$ cat src/rtl/std_mult_seq_pkg.sv
// Shared definitions for the sequential multiplier primitives.
// A pipelined variant is expected to reuse mult_state_t.
package std_mult_seq_pkg;

  typedef enum logic [1:0] {
    IDLE = 2'd0,
    BUSY = 2'd1,
    DONE = 2'd2
  } mult_state_t;

  // Bit-count width able to hold the value w.
  function automatic int count_width(input int w);
    return $clog2(w + 1);
  endfunction

endpackage

$ cat src/rtl/std_mult_seq.sv
// Unsigned shift-add multiplier, one multiplier bit per cycle, answering a
// valid/ready enable handshake. The product is registered in out and is held.
//
// state | meaning
// IDLE  | waiting for valid; operands captured on acceptance
// BUSY  | adding shifted multiplicand for each multiplier bit
// DONE  | ready high until valid drops
module std_mult_seq
  import std_mult_seq_pkg::*;
#(
  parameter int WIDTH = 32
) (
  input  logic             clk,
  input  logic             reset,
  input  logic             valid,
  input  logic [WIDTH-1:0] left,
  input  logic [WIDTH-1:0] right,
  output logic             ready,
  output logic [WIDTH-1:0] out
);

  localparam int CW = count_width(WIDTH);
  localparam logic [CW-1:0] LAST = CW'(WIDTH - 1);

  mult_state_t      state, state_next;
  logic [WIDTH-1:0] acc, mcand, mplier;
  logic [CW-1:0]    count;
  logic [WIDTH-1:0] acc_sum;
  logic             last_bit;

  assign acc_sum  = mplier[0] ? (acc + mcand) : acc;
  assign last_bit = (count == LAST);

  always_ff @(posedge clk) begin
    if (reset) state <= IDLE;
    else       state <= state_next;
  end

  always_comb begin
    state_next = state;
    ready      = 1'b0;
    case (state)
      IDLE: if (valid) state_next = BUSY;
      BUSY: begin
        if (!valid)        state_next = IDLE;
        else if (last_bit) state_next = DONE;
      end
      DONE: begin
        ready = 1'b1;
        if (!valid) state_next = IDLE;
      end
      default: state_next = IDLE;
    endcase
  end

  always_ff @(posedge clk) begin
    if (reset) begin
      acc    <= '0;
      mcand  <= '0;
      mplier <= '0;
      count  <= '0;
      out    <= '0;
    end else begin
      case (state)
        IDLE: if (valid) begin
          mcand  <= left;
          mplier <= right;
          acc    <= '0;
          count  <= '0;
        end
        BUSY: if (valid) begin
          acc    <= acc_sum;
          mcand  <= mcand << 1;
          mplier <= mplier >> 1;
          count  <= count + 1'b1;
          // The final add lands in out on the same edge as the DONE transition.
          if (last_bit) out <= acc_sum;
        end
        default: ;
      endcase
    end
  end

endmodule

$ cat config.mk
export PLATFORM = sky130hd
export DESIGN_NAME = std_mult_seq
export DESIGN_NICKNAME = d
export VERILOG_FILES = /design/src/rtl/std_mult_seq_pkg.sv /design/src/rtl/std_mult_seq.sv
export SDC_FILE = /design/constraint.sdc
export NUM_CORES = 1
export LEC_CHECK = 0
export ABC_CLOCK_PERIOD_IN_PS = 4700
export CAP_MARGIN = 20
export CORE_MARGIN = 1.5
export CORE_UTILIZATION = 60
export DETAILED_ROUTE_END_ITERATION = 16
export PLACE_DENSITY = 0.92
export SYNTH_ARGS = -nofsm -noshare
export SYNTH_HDL_FRONTEND = slang
export SYNTH_SLANG_ARGS = --single-unit
export TNS_END_PERCENT = 1
$ cat constraint.sdc
create_clock -name clk -period 4.7 [get_ports clk]
set_clock_uncertainty 0.05 [all_clocks]
set_input_delay 0.94 -clock clk [delete_from_list [all_inputs] [get_ports clk]]
set_output_delay 0.94 -clock clk [all_outputs]
set_load 0.05 [all_outputs]
# Word-level counts from Yosys, hierarchy flattened
# Cells that the tools add are included.
[totals]
register_bits = 136
in_bits = 67
[op_classes]
addsub = 2
n_eq_ne = 7
mux = 19
reduce_logical = 5
[op_table]
columns = ["cell", "n"]
rows = [
  ["$mux W32", 7],
  ["$pmux W32 S2", 3],
  ["$add A32 B32 Y32", 1],
  ["$mux W6", 2],
  ["$pmux W6 S2", 1],
  ["$reduce_and A3 Y1", 3],
  ["$mux W2", 4],
  ["$add A6 B1 Y6 const B", 1],
  ["$eq A6 B5 Y1 const B", 1],
  ["$ne A2 B2 Y1 const B", 3],
  ["$pmux W2 S3", 1],
  ["$ne A3 B3 Y1 const B", 1],
  ["$eq A2 B1 Y1 const B", 1],
  ["$eq A2 B2 Y1 const B", 1],
  ["$logic_not A2 Y1", 1],
  ["$reduce_bool A2 Y1", 1],
  ["$mux W1", 1],
]

# Logic depth before layout (Yosys ltp)
# Gate-level depths: netlist (run 1).
[depth]
word_depth = 4
ltp_mapped = 10

# Least setup slack after synthesis (run 1)
# Ideal clock, no wire load.
[synth_timing]
path_type = "register to register"
start = "register acc[0]"
end = "register out[28]"
setup_time_ps = 122
arrival_time_ps = 2555
t_required_ps = 4528
setup_slack_ps = 1974
path_stages_with_launch = 11
path_buffers = 0
period_less_slack_ps = 2726
path_cell_list = "dfxtp_1 > ha_1 > fa_1 > a211oi_1 > o21ai_0 > nand3_1 > a211oi_1 > o41ai_2 > mux2_2 > o21ai_0 > a21oi_1"
[synth_via]
elab_chain_len = 2
[synth_rtl]
columns = ["item", "line", "text"]
rows = [
  ["start, declared", "std_mult_seq.sv:26", "logic [WIDTH-1:0] acc, mcand, mplier;"],
  ["start signal, assigned", "std_mult_seq.sv:72", "acc <= acc_sum;"],
  ["$add A32 B32 Y32", "std_mult_seq.sv:31", "assign acc_sum = mplier[0] ? (acc + mcand) : acc;"],
  ["$mux W32", "std_mult_seq.sv:31", ""],
  ["end signal, assigned", "std_mult_seq.sv:77", "if (last_bit) out <= acc_sum;"],
  ["end, declared", "std_mult_seq.sv:19", "output logic [WIDTH-1:0] out"],
]
# Every way passes these cells.
# A chain may end at the register's enable or synchronous reset.

# Worst setup path in the final report (run 1)
# Same ends and word-level chain as after synthesis.

==> results.yml, run 1 <==
floorplan:
  die_w_um: 116.4
  rows: 41
  die_h_um: 116.4
  initial_core_util: 0.6140
  design.core.area_mm2: 0.01257
  io-pin-count: 100
  dieArea_mm2: 0.01355
clock_network:
  cts.sinks: 136
  clkTransAtPathRegs_ns: 0.06
  cts_buffer_depth: 2
  ctsHoldBuffers: 0
  numCtsBuffers: 17
  post-cts-setup-buffers: 0
  h-tree-depth: 4
  root_buffer: "clkbuf_16"
  cts-resized-gates: 0
  clkLatencyLatePin_ns: 0.43
  tritoncts: "done"
pwr:
  peakVddDrop_mv: 0.2586
  p_per_area_mw_per_mm2: 323.4
  power.total_uw: 3014
  leakage_uw: 0.003542
final_layout:
  fin_nets: 1077
  area_delta_synth_final_pct: 20.77
  fillerInstances: 882
  layout-drive-gt1-share: 0.07071
  diodes: 0
route:
  vias_per_cell: 6.270
  drt_pass1_iterations: 5
  dr_total_vias: 7286
  wl_um: 20410
  wl_per_cell_um: 17.57
  drtIter0Drc: 707
  ant_nets: 0
  drc: 0
synthesis:
  ys_warn_count: 0
  ys_top_cells_by_area: "dfxtp_1 35%, mux2i_1 9.3%, a211oi_1 7.6%"
  ys_seq_area_frac: 0.3528
  yosysMostFrequentCell: "dfxtp_1"
  synth_cells: 915
  synth_edf_count: 0
  ys_top_cells_by_count: "136 x dfxtp_1, 124 x nor2_1, 81 x a21oi_1"
  synth_top_area_frac: 0.3528
  synth_cell_types: 76
  synth_nets: 1015
  synth_flop_cell: "dfxtp_1"
  syn_area_mm2: 0.007717
  synth_seq_cells: 136
  synthArstFlopShare: 0
  avgSynthCellArea_um2: 8.434
  synth.largest_area_cell: "dfxtp_1"
worst_setup_path:
  critPathArrivalTime_ns: 3.55
  crit_path_max_incr_delay_ns: 0.48
  crit_family: "compound AO/OA/AOI/OAI gates"
  worstSetupPathType: "reg2reg"
  crit_slowest_cell: "o41ai_2"
  crit_chain: "ha_1, fa_1, a211oi_1, o21ai_0, nand3_1, a211oi_1, o41ai_2, mux2_2, o21ai_0, a21oi_1"
  cp_num_cells: 10
  r2r_slack_ns: 1.41
  worstReg2RegEnd: "out[28]"
  setup.worst_path.start_class: "flip-flop"
  reg2reg_depth: 10
  crit_required_ns: 4.96
  rr_startpoint: "acc[0]"
  cp-end-kind: "flip-flop"
  path_buf_inv: 0
  critPathMaxFanout: 5
sta:
  worst_pin_slew_ns: 1.046
  finalCritPeriodShare: 0.6991
  fin_crit_ns: 3.286
  setup_viol: 0
  drv_slew: 0
  rsz0062_at_grt: "no"
  final.setup.tns_ns: 0
  max_freq_mhz: 304.3
  slew-limit-headroom: 0.3000
  finalHoldViolations: 0
hold_path:
  min_path_type: "reg2reg"
  whs_path_depth: 2
  worstHoldStart: "out[9]"
  min_to: "out[9]"
placement:
  dp_hpwl_um: 13740
  gp_congestion: 0.9319
  port_buffers: 99
outcome:
  status: "finished, final reports clean"
global_routing:
  grt_pass1_wl_um: 33370
  grt_max_degree: 85
  antenna_found_initial: 0
  grt_pass1_vias: 7060
  grt_overflow: 0
  grt_usage: 0.3140
run:
  max_cap_violations: 0
power breakdown:
group          leakage, uW  switching (uW)  internal (uW)
clock network     0.000308             512            940
logic              0.00212             181            148
registers          0.00111            36.1           1200
total              0.00354             729           2280
through the flow:
step                      instance area [um2]  setup WS [ns]  cells  hold WS, ns  utilization
after floorplan                          7717          1.974    915       0.3792            -
after global routing                     9320          1.271   1162       0.4314       0.7416
after global placement                   8685          1.216   1130       0.3882       0.6910
final                                    9320          1.414   1162       0.4047       0.7416
after CTS                                9320          1.477   1162       0.4080       0.7416
after detailed placement                 8685          1.108   1130       0.3996       0.6910
state kept, by name, summed over array words and instances (netlist names):
signal  flops
mplier     32
state       2
out        32
acc        32
mcand      32
count       6
area by class of cell:
type / instances / area [um2] / share of cell area
clock buffer: 20 / 436.7 / 0.04685
multi-input combinational: 703 / 4634 / 0.4972
sequential: 136 / 2726 / 0.2925
inverter: 8 / 30.03 / 0.003222
timing repair buffer: 111 / 1079 / 0.1157
tap: 172 / 215.2 / 0.02309
clock inverter: 12 / 198.9 / 0.02135
placed cells by master (no fill, tap or decap), types with 3 or more instances in the layout:
cell type / netlist / routed
clkdlybuf4s50_1: 0 / 98
nor3_1: 7 / 7
nand4_1: 6 / 6
dfxtp_1: 136 / 135
clkbuf_1: 46 / 3
mux2i_1: 72 / 72
a21o_1: 13 / 13
nand3_1: 21 / 21
xnor2_1: 14 / 14
inv_1: 7 / 7
xor2_1: 8 / 8
a31oi_1: 8 / 8
a22oi_1: 12 / 12
nand2b_1: 4 / 4
o21a_1: 6 / 6
nor2b_1: 10 / 9
o32ai_1: 3 / 3
nand3b_1: 4 / 4
clkinv_2: 0 / 3
nor2_1: 124 / 123
nand2_1: 63 / 63
and2_1: 4 / 4
ha_1: 32 / 32
a21oi_1: 81 / 81
o21ai_0: 54 / 54
a22o_1: 4 / 4
o21bai_1: 3 / 3
or3_1: 8 / 8
and3_1: 4 / 4
bufinv_16: 0 / 5
o211ai_1: 3 / 3
clkbuf_16: 0 / 17
a211oi_1: 78 / 78
mux2_2: 5 / 5
buf_4: 4 / 13
a211o_1: 3 / 3
worst max path at each step:
| stage | from | end | slack [ns] |
|---|---|---|---|
| after floorplan | acc[0] | out[28] | 1.97 |
| after global placement | valid | out[8] | 1.22 |
| after detailed placement | valid | out[16] | 1.11 |
| after CTS | acc[0] | out[28] | 1.48 |
| after global routing | acc[0] | out[28] | 1.27 |
| final | acc[0] | out[28] | 1.41 |
logic make-up after synthesis:
group | synth area share
AO/OA/AOI/OAI | 0.2570
XOR/XNOR | 0.02497
adder cells (fa/ha/maj) | 0.05447
buffers and inverters | 0.04799
flip-flops | 0.3528
multiplexers | 0.1007
AND/OR/NAND/NOR | 0.1621
worst min-delay path: stages, from the launching register on:
cell	delay, ns
dfxtp_1	0.31
nand2_1	0.05
a21oi_1	0.05
routing by layer:
layer / wire length (um) / part of all wire / vias to the layer above / track usage
met5: 0 / 0 / - / 0
met4: 532 / 0.026 / 0 / 0.1366
met3: 1681 / 0.082 / 62 / 0.07161
met2: 9803 / 0.48 / 363 / 0.5278
met1: 8394 / 0.41 / 3365 / 0.3872
li1: - / - / 3496 / -
Note: power is estimated with default switching activity, not from simulation.
==> inputs of run 2 (changes only) <==
--- a/config.mk
+++ b/config.mk
@@ -5,12 +5,12 @@
 export SDC_FILE = /design/constraint.sdc
 export NUM_CORES = 1
 export LEC_CHECK = 0
-export ABC_CLOCK_PERIOD_IN_PS = 4700
+export ABC_CLOCK_PERIOD_IN_PS = 3290
 export CAP_MARGIN = 20
 export CORE_MARGIN = 1.5
-export CORE_UTILIZATION = 60
+export CORE_UTILIZATION = 56
 export DETAILED_ROUTE_END_ITERATION = 16
-export PLACE_DENSITY = 0.92
+export PLACE_DENSITY = 0.87
 export SYNTH_ARGS = -nofsm -noshare
 export SYNTH_HDL_FRONTEND = slang
 export SYNTH_SLANG_ARGS = --single-unit
==> constraint.sdc (replaced) <==
create_clock -name clk -period 3.29 [get_ports clk]
set_clock_uncertainty 0.05 [all_clocks]
set_input_delay 0.658 -clock clk [delete_from_list [all_inputs] [get_ports clk]]
set_output_delay 0.658 -clock clk [all_outputs]
set_load 0.05 [all_outputs]
==> run 2 against run 1 <==
Register-to-register slack got worse by 1.2 ns; largest power group unchanged; core utilization fell by 4.2 points; highest routed layer unchanged; total power grew 37%; maximum frequency up 8.5%; via count is 0.99% lower; cell area increased by 0.21%; flip-flop and latch count unchanged; worst hold slack better by 0.0066 ns; die area is 7.0% higher; sequential power rose by 43%.
==> results.yml, run 2 (synthesized netlist as in run 1, its figures left out) <==
outcome:
  status: "finished, final reports clean"
global_routing:
  antenna_found_initial: 0
  grt_pass1_wl_um: 33510
  grt_usage: 0.2880
  grt_max_degree: 54
  grt_pass1_vias: 6877
  grt_overflow: 0
pwr:
  peakVddDrop_mv: 0.3774
  p_per_area_mw_per_mm2: 441.3
  leakage_uw: 0.003553
  power.total_uw: 4122
sta:
  slew-limit-headroom: 0.4135
  rsz0062_at_grt: "no"
  finalCritPeriodShare: 0.9207
  finalHoldViolations: 0
  fin_crit_ns: 3.029
  final.setup.tns_ns: 0
  setup_slack_ns: 0.2610
  setup_viol: 0
  drv_slew: 0
  worst_pin_slew_ns: 0.8744
  max_freq_mhz: 330.1
placement:
  dp_hpwl_um: 13890
  gp_congestion: 0.9774
  port_buffers: 99
  place_inst: 1141
  post-place-ws_ns: 0.2179
route:
  drtIter0Drc: 492
  drt_pass1_iterations: 5
  wl_um: 20460
  drc: 0
  dr_total_vias: 7214
  ant_nets: 0
  wl_per_cell_um: 17.41
  vias_per_cell: 6.140
worst_setup_path:
  critPathArrivalTime_ns: 3.29
  setup.worst_path.start_class: "flip-flop"
  reg2reg_depth: 11
  rr_startpoint: "acc[0]"
  cp-end-kind: "flip-flop"
  crit_required_ns: 3.55
  worstSetupPathType: "reg2reg"
  worstReg2RegEnd: "out[28]"
  critPathMaxFanout: 4
  r2r_slack_ns: 0.26
hold_path:
  min_path_type: "reg2reg"
  min_to: "mplier[31]"
  whs_path_depth: 2
  worstHoldStart: "mplier[31]"
run:
  max_cap_violations: 0
clock_network:
  cts.sinks: 136
  clkTransAtPathRegs_ns: 0.06
  root_buffer: "clkbuf_16"
  numCtsBuffers: 17
  cts_buffer_depth: 2
  clkLatencyLatePin_ns: 0.43
  ctsHoldBuffers: 0
  tritoncts: "done"
  h-tree-depth: 4
floorplan:
  io-pin-count: 100
  dieArea_mm2: 0.01449
  die_h_um: 120.4
  die_w_um: 120.4
  rows: 42
  initial_core_util: 0.5782
  design.core.area_mm2: 0.01335
final_layout:
  diodes: 0
  fin_nets: 1086
  stdcell_count: 1175
  area_delta_synth_final_pct: 21.03
  final_common_cell: "dfxtp_1"
  final_cell_mix: "135 x dfxtp_1, 123 x nor2_1, 98 x clkdlybuf4s50_1"
  layout-drive-gt1-share: 0.08108
[run 2: cell count changes in the layout (fill, tap and decap cells not counted), sizes merged]
cell and delta:
buf +9, bufinv -3, inv +3, clkinvlp +2
clkbuf -1, clkinv -1
[run 2: what timing repair did]
item                       CTS  global route
buffers inserted             0             2
setup endpoints to repair    0             1
resized for setup            0             1
[run 2: per-stage QoR]
step,hold slack [ns],instance area (um2),utilization
after floorplan,0.3792,7717,-
after global placement,0.3933,8742,0.6549
after detailed placement,0.4019,8742,0.6549
after CTS,0.4132,9320,0.6983
after global routing,0.4383,9340,0.6998
final,0.4113,9340,0.6998
[run 2: power by group]
group / switching, uW / internal (uW) / total [uW]
sequential: 50.4 / 1710 / 1760
clock: 765 / 1120 / 1890
combinational: 262 / 213 / 475
total: 1080 / 3040 / 4120
[run 2: how the worst max path moves through the flow]
stage / from / slack [ns] / end / depth (start not counted)
4_1_cts: acc[0] / 0.19 / out[28] / 10
3_5_place_dp: acc[0] / 0.22 / out[28] / 10
2_1_floorplan: acc[0] / 0.56 / out[28] / 10
6_report: acc[0] / 0.26 / out[28] / 11
5_1_grt: acc[0] / 0.07 / out[28] / 11
3_3_place_gp: acc[0] / 0.28 / out[28] / 10
[run 2: metal layers]
layer | share of wire | up-vias | track usage
li1 | - | 3513 | -
met2 | 0.47 | 283 | 0.4688
met3 | 0.065 | 57 | 0.06132
met5 | 0 | - | 0
met4 | 0.025 | 0 | 0.1066
met1 | 0.44 | 3361 | 0.3762
[run 2: critical path, stage by stage (launching register included)]
cell and delay, ns:
dfxtp_1 0.34, ha_1 0.25, fa_1 0.44, a211oi_2 0.25, o21ai_0 0.17, nand3_1 0.17
a211oi_1 0.16, o41ai_2 0.34, buf_4 0.18, mux2_2 0.32, o21ai_0 0.16, a21oi_1 0.09
[run 2: cell type report]
cell class	instances	area, um2
fillers	1055	4008
multi-input cells	703	4639
inverters	8	30.03
well taps	176	220.2
flip-flops and latches	136	2726
clock buffers	19	432.9
clock inverters	13	145.1
repair buffers	120	1146
==> inputs of run 3 (changes only) <==
--- a/config.mk
+++ b/config.mk
@@ -10,6 +10,7 @@
 export CORE_MARGIN = 1.5
 export CORE_UTILIZATION = 56
 export DETAILED_ROUTE_END_ITERATION = 16
+export GPL_TIMING_DRIVEN = 0
 export PLACE_DENSITY = 0.87
 export SYNTH_ARGS = -nofsm -noshare
 export SYNTH_HDL_FRONTEND = slang
==> run 3 against run 2 <==
Critical path depth unchanged; register-to-register slack worse by 0.20 ns; combinational power up 10%; sequential power about the same; critical path type unchanged.
==> results.yml, run 3 (synthesized netlist as in run 1, its figures left out) <==
outcome:
  status: "finished, final reports clean"
placement:
  place_area_mm2: 0.008929
  gp_congestion: 0.9550
  place_inst: 1190
  dp_hpwl_um: 16950
  port_buffers: 99
route:
  ant_nets: 0
  vias_per_cell: 6.370
  dr_total_vias: 7778
  drtIter0Drc: 801
  wl_per_cell_um: 19.66
  drt_pass1_iterations: 6
  drc: 0
  wl_um: 24000
final_layout:
  layout-drive-gt1-share: 0.06890
  final_common_cell: "dfxtp_1"
  final_cell_mix: "136 x dfxtp_1, 124 x nor2_1, 99 x clkdlybuf4s50_1"
  fin_nets: 1133
  stdcell_count: 1221
  area_delta_synth_final_pct: 23.98
  final_util: 0.7168
  diodes: 0
  design_area_mm2: 0.009568
sta:
  finalHoldViolations: 0
  max_freq_mhz: 309.5
  finalCritPeriodShare: 0.9820
  rsz0062_at_grt: "no"
  fin_crit_ns: 3.231
  drv_slew: 0
  whs_ns: 0.4158
  slew-limit-headroom: 0.2849
  setup_viol: 0
  worst_pin_slew_ns: 1.064
clock_network:
  cts.sinks: 136
  clkLatencyLatePin_ns: 0.44
  tritoncts: "done"
  clkTransAtPathRegs_ns: 0.06
  ctsHoldBuffers: 0
  cts_buffer_depth: 2
  h-tree-depth: 4
  root_buffer: "clkbuf_16"
  numCtsBuffers: 17
pwr:
  p_sw_frac: 0.2559
  peakVddDrop_mv: 0.3836
  power_frac_comb: 0.122
  clockPowerShare: 0.471
  leakage_uw: 0.003617
  pwr-share-seq: 0.407
  p_int_uw: 3209
  p_per_area_mw_per_mm2: 450.7
  switchingPower_uw: 1103
hold_path:
  min_path_type: "reg2reg"
floorplan:
  io-pin-count: 100
  initial_core_util: 0.5782
  dieArea_mm2: 0.01449
  die_w_um: 120.4
  design.core.area_mm2: 0.01335
  die_h_um: 120.4
  rows: 42
worst_setup_path:
  worstSetupPathType: "reg2reg"
  crit_required_ns: 3.55
  critPathArrivalTime_ns: 3.49
  critPathMaxFanout: 8
  setup.worst_path.start_class: "flip-flop"
  cp-end-kind: "flip-flop"
global_routing:
  antenna_found_initial: 0
  grt_pass1_vias: 7275
  grt_usage: 0.3287
  grt_overflow: 0
  grt_max_degree: 17
  grt_pass1_wl_um: 37110
run:
  max_cap_violations: 0
run 3: cell count changes in the layout (fill, tap and decap cells not counted), sizes merged:
| cell | delta |
|---|---|
| buf | -5 |
| bufinv | +1 |
| clkbuf | +53 |
| clkdlybuf4s18 | +1 |
| clkdlybuf4s50 | +1 |
| clkinv | -1 |
| clkinvlp | -1 |
| inv | -3 |
run 3: worst paths after layout:
path | to | slack [ns] | depth (start not counted) | start
setup reg to reg | out[28] | 0.06 | 11 | acc[13]
hold / removal | out[13] | 0.42 | 2 | out[13]
setup / recovery | out[28] | 0.06 | 11 | acc[13]
hold reg to reg | out[13] | 0.42 | 2 | out[13]
run 3: layer usage:
metal,vias to the layer above,share of wire,GRT usage,routed length (um)
met5,-,0,0,0
met4,0,0.037,0.1353,884
met3,75,0.099,0.07736,2367
met2,445,0.45,0.5359,10870
met1,3664,0.41,0.4183,9878
li1,3594,-,-,-
run 3: worst max-delay path, cell delays in order (launching register included):
cell and delay [ns]:
dfxtp_1 0.39, ha_1 0.25, buf_4 0.17, a21oi_1 0.28
o21ai_0 0.20, a211oi_1 0.44, a211oi_1 0.22, o41ai_2 0.30
buf_4 0.18, mux2_2 0.32, o21ai_0 0.20, a21oi_1 0.09
run 3: area by class of cell:
| type | count | area (um2) |
|---|---|---|
| clock buffers | 22 | 484.2 |
| multi-input cells | 703 | 4634 |
| clock inverters | 9 | 140.1 |
| plain buffers | 67 | 337.8 |
| inverters | 8 | 30.03 |
| repair buffers | 100 | 998.5 |
| well taps | 176 | 220.2 |
| flip-flops and latches | 136 | 2723 |
| fillers | 1044 | 3780 |
run 3: timing repair:
action	4_1_cts	5_1_grt
hold endpoints to repair	0	0
gates resized for setup	0	3
setup buffers	0	1
setup endpoints to repair	0	18
run 3: metrics by stage:
stage | setup slack, ns | setup TNS [ns] | total power (uW)
2_1_floorplan | 0.5636 | 0 | 2101
3_3_place_gp | -0.2078 | -4.053 | 2285
3_5_place_dp | -0.2689 | -5.768 | 2298
4_1_cts | 0.02057 | 0 | 4287
5_1_grt | 0.001522 | 0 | 4422
6_report | 0.05908 | 0 | 4312
run 3: power by group through the flow:
stage | registers [uW] | clock network (uW) | logic (uW)
floorplan | 1770 | 0 | 327
global placement | 1790 | 0 | 498
detailed placement | 1790 | 0 | 508
CTS | 1750 | 2020 | 514
global route | 1760 | 2100 | 562
finish | 1750 | 2030 | 524
